`config.mk`:
```
export PLATFORM = sky130hd
export DESIGN_NAME = fir_sequencer
export DESIGN_NICKNAME = d
export VERILOG_FILES = /design/src/rtl/fir_sequencer.sv
export SDC_FILE = /design/constraint.sdc
export NUM_CORES = 1
export LEC_CHECK = 0
export ABC_AREA = 0
export BUFFER_PORTS_ARGS = -buffer_cell sky130_fd_sc_hd__buf_4
export CAP_MARGIN = 40
export CORE_MARGIN = 4
export CORE_UTILIZATION = 55
export DETAILED_ROUTE_END_ITERATION = 7
export PLACE_DENSITY = 0.81
export SETUP_SLACK_MARGIN = 0.4
export SLEW_MARGIN = 30
export SYNTH_ARGS = -nofsm -noshare
export SYNTH_HDL_FRONTEND = slang
export SYNTH_SLANG_ARGS = --single-unit
```
`constraint.sdc`:
```
create_clock -name clk -period 3.15 [get_ports clk]
set_clock_uncertainty 0.05 [all_clocks]
set_input_delay 0.315 -clock clk [delete_from_list [all_inputs] [get_ports clk]]
set_output_delay 0.315 -clock clk [all_outputs]
set_load 0.1 [all_outputs]
```
`src/rtl/fir_sequencer.sv`:
```
// Moore controller sequencing the shared FIR register file, ALU and multiplier.
// Outputs are registered, decoded from the next state and counters.
module fir_sequencer #(
    parameter int NUM_TAPS = 4
) (
    input  logic       clk,
    input  logic       n_rst,
    input  logic       dr,
    input  logic       lc,
    input  logic       overflow,
    output logic [2:0] op,
    output logic [3:0] src1,
    output logic [3:0] src2,
    output logic [3:0] dest,
    output logic       cnt_up,
    output logic       modwait,
    output logic       err
);

    localparam logic [2:0] N3   = 3'(NUM_TAPS);
    localparam logic [3:0] N4   = 4'(NUM_TAPS);
    localparam logic [3:0] TMP  = 4'(2 * NUM_TAPS + 1);

    localparam logic [2:0] OP_NOP   = 3'b000;
    localparam logic [2:0] OP_COPY  = 3'b001;
    localparam logic [2:0] OP_LOAD1 = 3'b010;
    localparam logic [2:0] OP_LOAD2 = 3'b011;
    localparam logic [2:0] OP_ADD   = 3'b100;
    localparam logic [2:0] OP_SUB   = 3'b101;
    localparam logic [2:0] OP_MUL   = 3'b110;

    typedef enum logic [2:0] {
        IDLE, COEFF, SHIFT, STORE, ZERO, MUL, ACC, ERR
    } state_t;

    state_t     state_q, state_d;
    logic [2:0] k_q, k_d;
    logic [2:0] cidx_q, cidx_d;

    logic [2:0] op_q, op_d;
    logic [3:0] src1_q, src1_d;
    logic [3:0] src2_q, src2_d;
    logic [3:0] dest_q, dest_d;
    logic       cnt_up_q, cnt_up_d;
    logic       modwait_q, modwait_d;
    logic       err_q, err_d;

    always_comb begin
        state_d = state_q;
        k_d     = k_q;
        cidx_d  = cidx_q;
        unique case (state_q)
            IDLE, ERR: begin
                if (lc) begin
                    state_d = COEFF;
                end else if (dr) begin
                    state_d = SHIFT;
                    k_d     = 3'd1;
                end
            end
            COEFF: begin
                state_d = IDLE;
                cidx_d  = (cidx_q == N3 - 3'd1) ? 3'd0 : cidx_q + 3'd1;
            end
            SHIFT: begin
                if (k_q == N3 - 3'd1) state_d = STORE;
                else                  k_d     = k_q + 3'd1;
            end
            STORE: state_d = dr ? ZERO : ERR;
            ZERO: begin
                state_d = MUL;
                k_d     = 3'd1;
            end
            MUL: state_d = ACC;
            ACC: begin
                if (overflow) begin
                    state_d = ERR;
                end else if (k_q == N3) begin
                    state_d = IDLE;
                end else begin
                    state_d = MUL;
                    k_d     = k_q + 3'd1;
                end
            end
            default: state_d = IDLE;
        endcase
    end

    // Decode the outputs of the state being entered so they are valid
    // for the whole cycle spent in it.
    always_comb begin
        op_d      = OP_NOP;
        src1_d    = 4'd0;
        src2_d    = 4'd0;
        dest_d    = 4'd0;
        cnt_up_d  = 1'b0;
        modwait_d = (state_d != IDLE) && (state_d != ERR);
        err_d     = (state_d == ERR);
        unique case (state_d)
            COEFF: begin
                op_d   = OP_LOAD2;
                dest_d = N4 + 4'd1 + {1'b0, cidx_d};
            end
            SHIFT: begin
                op_d   = OP_COPY;
                src1_d = {1'b0, k_d} + 4'd1;
                dest_d = {1'b0, k_d};
            end
            STORE: begin
                op_d     = OP_LOAD1;
                dest_d   = N4;
                cnt_up_d = 1'b1;
            end
            ZERO: op_d = OP_SUB;
            MUL: begin
                op_d   = OP_MUL;
                src1_d = {1'b0, k_d};
                src2_d = N4 + {1'b0, k_d};
                dest_d = TMP;
            end
            ACC: begin
                op_d   = OP_ADD;
                src2_d = TMP;
            end
            default: op_d = OP_NOP;
        endcase
    end

    always_ff @(posedge clk or negedge n_rst) begin
        if (!n_rst) begin
            state_q   <= IDLE;
            k_q       <= 3'd0;
            cidx_q    <= 3'd0;
            op_q      <= OP_NOP;
            src1_q    <= 4'd0;
            src2_q    <= 4'd0;
            dest_q    <= 4'd0;
            cnt_up_q  <= 1'b0;
            modwait_q <= 1'b0;
            err_q     <= 1'b0;
        end else begin
            state_q   <= state_d;
            k_q       <= k_d;
            cidx_q    <= cidx_d;
            op_q      <= op_d;
            src1_q    <= src1_d;
            src2_q    <= src2_d;
            dest_q    <= dest_d;
            cnt_up_q  <= cnt_up_d;
            modwait_q <= modwait_d;
            err_q     <= err_d;
        end
    end

    assign op      = op_q;
    assign src1    = src1_q;
    assign src2    = src2_q;
    assign dest    = dest_q;
    assign cnt_up  = cnt_up_q;
    assign modwait = modwait_q;
    assign err     = err_q;

endmodule

```
Word level (Yosys, flattened, before mapping). Cells that the tools add are included.

Input bits: 5. Bits in registers: 27. Output and inout port bits: 18.

Eq/ne operators: 18. Multiplexer cells: 20. Add/sub/neg operators: 5. Reductions and logical operators: 4.

Operators with widths (count): two-way mux 3 bit (12); equality test 3 bit, second input constant (9); one-hot mux 3 bit (7 select lines) (1); equality test 3 x 2 -> 1 bit, second input constant (6); one-hot mux 3 bit (6 select lines) (1); one-hot mux 4 bit (2 select lines) (2); one-hot mux 4 bit (4 select lines) (1); one-hot mux 3 bit (4 select lines) (1); adder 3 x 3 -> 4 bit, first input constant (2); adder 3 x 1 -> 3 bit, second input constant (2); equality test 3 x 1 -> 1 bit, second input constant (2); adder 3 x 1 -> 4 bit, second input constant (1); logical NOT 3 bit (1); inequality test 3 bit, second input constant (1); nonzero test 3 bit (1); two-way mux 2 bit (1); OR reduction 2 bit (1); logical AND 1 bit (1); two-way mux 1 bit (1).

Longest topological paths before layout.
Depth after elaboration: 6. Gate-level depth with buffers: 10. Depth with buffers taken out: 10.

Worst setup path before layout. OpenSTA, ideal clock, no wires.

Path type: flip-flop to flip-flop. Start: register k_q[0]. End: register src1_q[2], in the netlist src1[2]. Arrival: 2.042 ns. Clock period less this slack: 2.183 ns. Buffers on the path: 1. Required time: 3.008 ns. Setup time: 0.092 ns. Slack: 0.967 ns. Stages on the path, launching flop included: 10. Path through: dfrtp_1 ha_1 ha_1 or2b_1 a211oi_2 nor3_4 inv_2 or3_1 buf_2 o31ai_2.

Cells in the longest elaborated chain, start to end: 6.

RTL lines: start, declared (line 37) `logic [2:0] k_q, k_d;`; start signal, assigned (line 143) `k_q <= k_d;`; adder 3 x 1 -> 3 bit or equality test 3 bit (tied branches) (line 67, 82, 78); two-way mux 3 bit (line 78) `end else if (k_q == N3) begin`; two-way mux 3 bit (line 76) `if (overflow) begin`; one-hot mux 3 bit (4 select lines) or one-hot mux 3 bit (7 select lines) (tied branches) (line 52) `unique case (state_q)`; adder 3 x 1 -> 4 bit (tied with other cells) (line 106) `src1_d = {1'b0, k_d} + 4'd1;`; one-hot mux 4 bit (2 select lines) (*) (line 99) `unique case (state_d)`; named net src1_d[2] (line 41) `logic [3:0] src1_q, src1_d;`; end signal, assigned (line 146) `src1_q <= src1_d;`; end, declared (line 41).

The timed path passes the listed nets; every way through them passes the cells marked *.

Worst setup path in the final report. Same ends and word-level chain as after synthesis.

==> metrics <==
result of the run=completed; critical path launch point type=register; Final Max Slew Viols=0; First-pass DRT Iterations=4; x dimension of the die=58.8 µm; Die Outline Area=roughly 3500 µm²; overall global routing resource usage=17.7%; TritonCTS clock tree=built; Arr. time, crit path=2.71 ns; TritonCTS Sinks=27; Residual DRC=0; # IOs=23; Cell Count Post-Placement=182; Worst-Margin Slew=0.578 ns; highest-count cells in the layout ignoring fill and taps=27 x dfrtp_1, 23 x buf_4, 13 x inv_1; global placement routability congestion=0.772; post-synth net total=150; clock buffer count from CTS=3; number of standard cells after synthesis=138; pin count of the biggest net entering global routing=28; Worst EP required=3.34 ns; CTS H-Tree Depth=1; Buffers on Ports=22; clock transition time at the flip-flop clock pins of the worst setup and hold paths=0.13 ns; number of nets in the layout=170; critical path's largest stage delay=0.49 ns; Final Hold Fails=0; unrepaired setup endpoints after global routing=false; Worst Hold Margin=around 0.36 ns; number of max-cap violations=0; slowest library cell on the worst path=or3_1; Routed Antenna Nets=0; final standard cell count with taps included and fillers excluded=187; Max Freq=slightly below 400 MHz; Post-Syn Area per Cell=10.3 µm²; post-DR vias/cell=5.70; Max-Slew Margin vs Limit=61.5%; share of post-route cells with drive strength above 1=24.2%; final instance area=~1600 µm²; critical path's most frequent cell=ha_1; first-pass GRT wire length=approximately 4600 µm; area grow syn2layout=13.4%; Core Box Area=2480 µm²; placement row count=18; Clk Latency, worst-skew pair=0.32 ns; count of flip-flops with a built-in enable after synthesis=0; First DRT Iteration DRCs=21; min cycle time layout=2.52 ns; Buf+Inv Stages, Crit Path=1; total vias in the final route=1066; ordered cell list for the critical path=ha_1 -> ha_1 -> or2b_1 -> a211oi_2 -> nor3_4 -> inv_2 -> or3_1 -> o31ai_2; Period Utilization, post-route=79.9%; number of global-route vias before repair=1020; type of the worst setup path=register to register; Final setup violation count=0; y dimension of the die=58.8 µm; average wire length per cell after detail routing=14.9 µm; aggregate global routing overflow=0; count of different cell masters after synthesis=44; HPWL after detailed placement=2110 µm; dominant delay contributor by cell family on the critical path=simple AND/OR/NAND/NOR gates; sequential share of the synthesized area=a little under half; Placement Cell Area=approximately 1600 µm²; Cell Area, Synth=1420 µm²; antenna violations before repair=0; worst min path class=primary input to async pin; CP Capture Type=register; filler cell count=210; effective utilization at floorplan=between 50 and 60%; number of antenna repair diodes=0; maximum number of buffers from clock root to sink=2; maximum fanout along the worst path=12; most frequently used flop master after synthesis=dfrtp_1; post-route setup TNS=0 ns; post-detailed-routing wire length=roughly 2800 µm; number of synthesized register bits=27; share of synthesized registers carrying an async set or reset=between 90% and 100%; master cell of the clock root buffer=clkbuf_4; most common library cell in the layout ignoring fill and taps=dfrtp_1; Ys Warns=0
[state kept, by name, summed over array words and instances (netlist names)]
| signal | cells |
|---|---|
| cnt_up | 1 |
| src2 | 4 |
| src1 | 4 |
| modwait | 1 |
| op | 3 |
| dest | 4 |
| state_q | 3 |
| err | 1 |
| cidx_q | 3 |
| k_q | 3 |
[synthesized netlist by cell type, types with 2 or more instances]
| cell | count | area (µm²) |
|---|---|---|
| dfrtp_1 | 27 | 676 |
| inv_1 | 13 | 48.8 |
| a21oi_1 | 9 | 45.0 |
| buf_2 | 7 | 35.0 |
| ha_1 | 7 | 87.6 |
| nor2_1 | 7 | 26.3 |
| nand2_1 | 6 | 22.5 |
| nand3_1 | 5 | 25.0 |
| o21ai_1 | 4 | 20.0 |
| o22ai_1 | 4 | 25.0 |
| and2_1 | 3 | 18.8 |
| mux2i_1 | 3 | 30.0 |
| nor2b_1 | 3 | 18.8 |
| o21ai_0 | 3 | 15.0 |
| or3_1 | 3 | 18.8 |
| buf_6 | 2 | 22.5 |
| inv_2 | 2 | 7.51 |
| nor3_4 | 2 | 32.5 |
| o2111ai_1 | 2 | 17.5 |
| xnor2_1 | 2 | 17.5 |
[final cells by class]
| cell class | count | area [µm²] | area share, % |
|---|---|---|---|
| Clock buffer | 3 | 22.5 | 1.40 |
| Clock inverter | 1 | 5.00 | 0.311 |
| Inverter | 15 | 56.3 | 3.50 |
| Multi-Input combinational cell | 87 | 631 | 39.2 |
| Sequential cell | 27 | 676 | 42.0 |
| Tap cell | 30 | 37.5 | 2.33 |
| Timing Repair Buffer | 24 | 183 | 11.3 |
[kinds of logic (layout without fill, tap and decap cells)]
| family | count (synthesis) | after routing | synth area share [%] |
|---|---|---|---|
| buffers and inverters | 24 | 43 | 8.02 |
| muxes | 3 | 3 | 2.11 |
| adders and majority gates | 7 | 7 | 6.17 |
| DFF | 27 | 27 | 47.6 |
| and+or+nand+nor | 38 | 38 | 16.7 |
| AOI/OAI and AO/OA | 37 | 37 | 18.2 |
| xor gates and xnor gates | 2 | 2 | 1.23 |
[per-layer routing]
layer	part of all wire (%)	track usage, %
met3	5.8	4.82
met2	53	31.9
met5	0	0
met4	0.57	2.91
met1	41	21.3
[final timing paths]
| check | end | startpoint | slack, ns | cells past startpoint |
|---|---|---|---|---|
| max | src1[2] | k_q[0] | 0.63 | 8 |
| min | state_q[2] | n_rst | 0.36 | 2 |
| max reg2reg | src1[2] | k_q[0] | 0.63 | 8 |
| min reg2reg | cidx_q[2] | cidx_q[2] | 0.51 | 2 |
| max in group asynchronous | src1[1] | n_rst | 2.44 | 2 |
| min in group clk | state_q[2] | dr | 0.44 | 3 |
[repair_timing]
item	CTS	global route
gates resized for setup	0	0
endpoints found under the setup margin	0	0
buffers inserted	0	0
hold buffers	1	0
endpoints found under the hold margin	27	0
[metrics by stage]
stage / utilization [%] / setup slack [ns]
detailed placement: 63.5 / 0.685
finish: 65.0 / 0.632
CTS: 65.0 / 0.633
floorplan: - / 0.967
global placement: 63.5 / 0.806
global route: 65.0 / 0.480
Power is not shown: default switching activity piles up to over one toggle a cycle in this logic, so the estimate is an artifact.
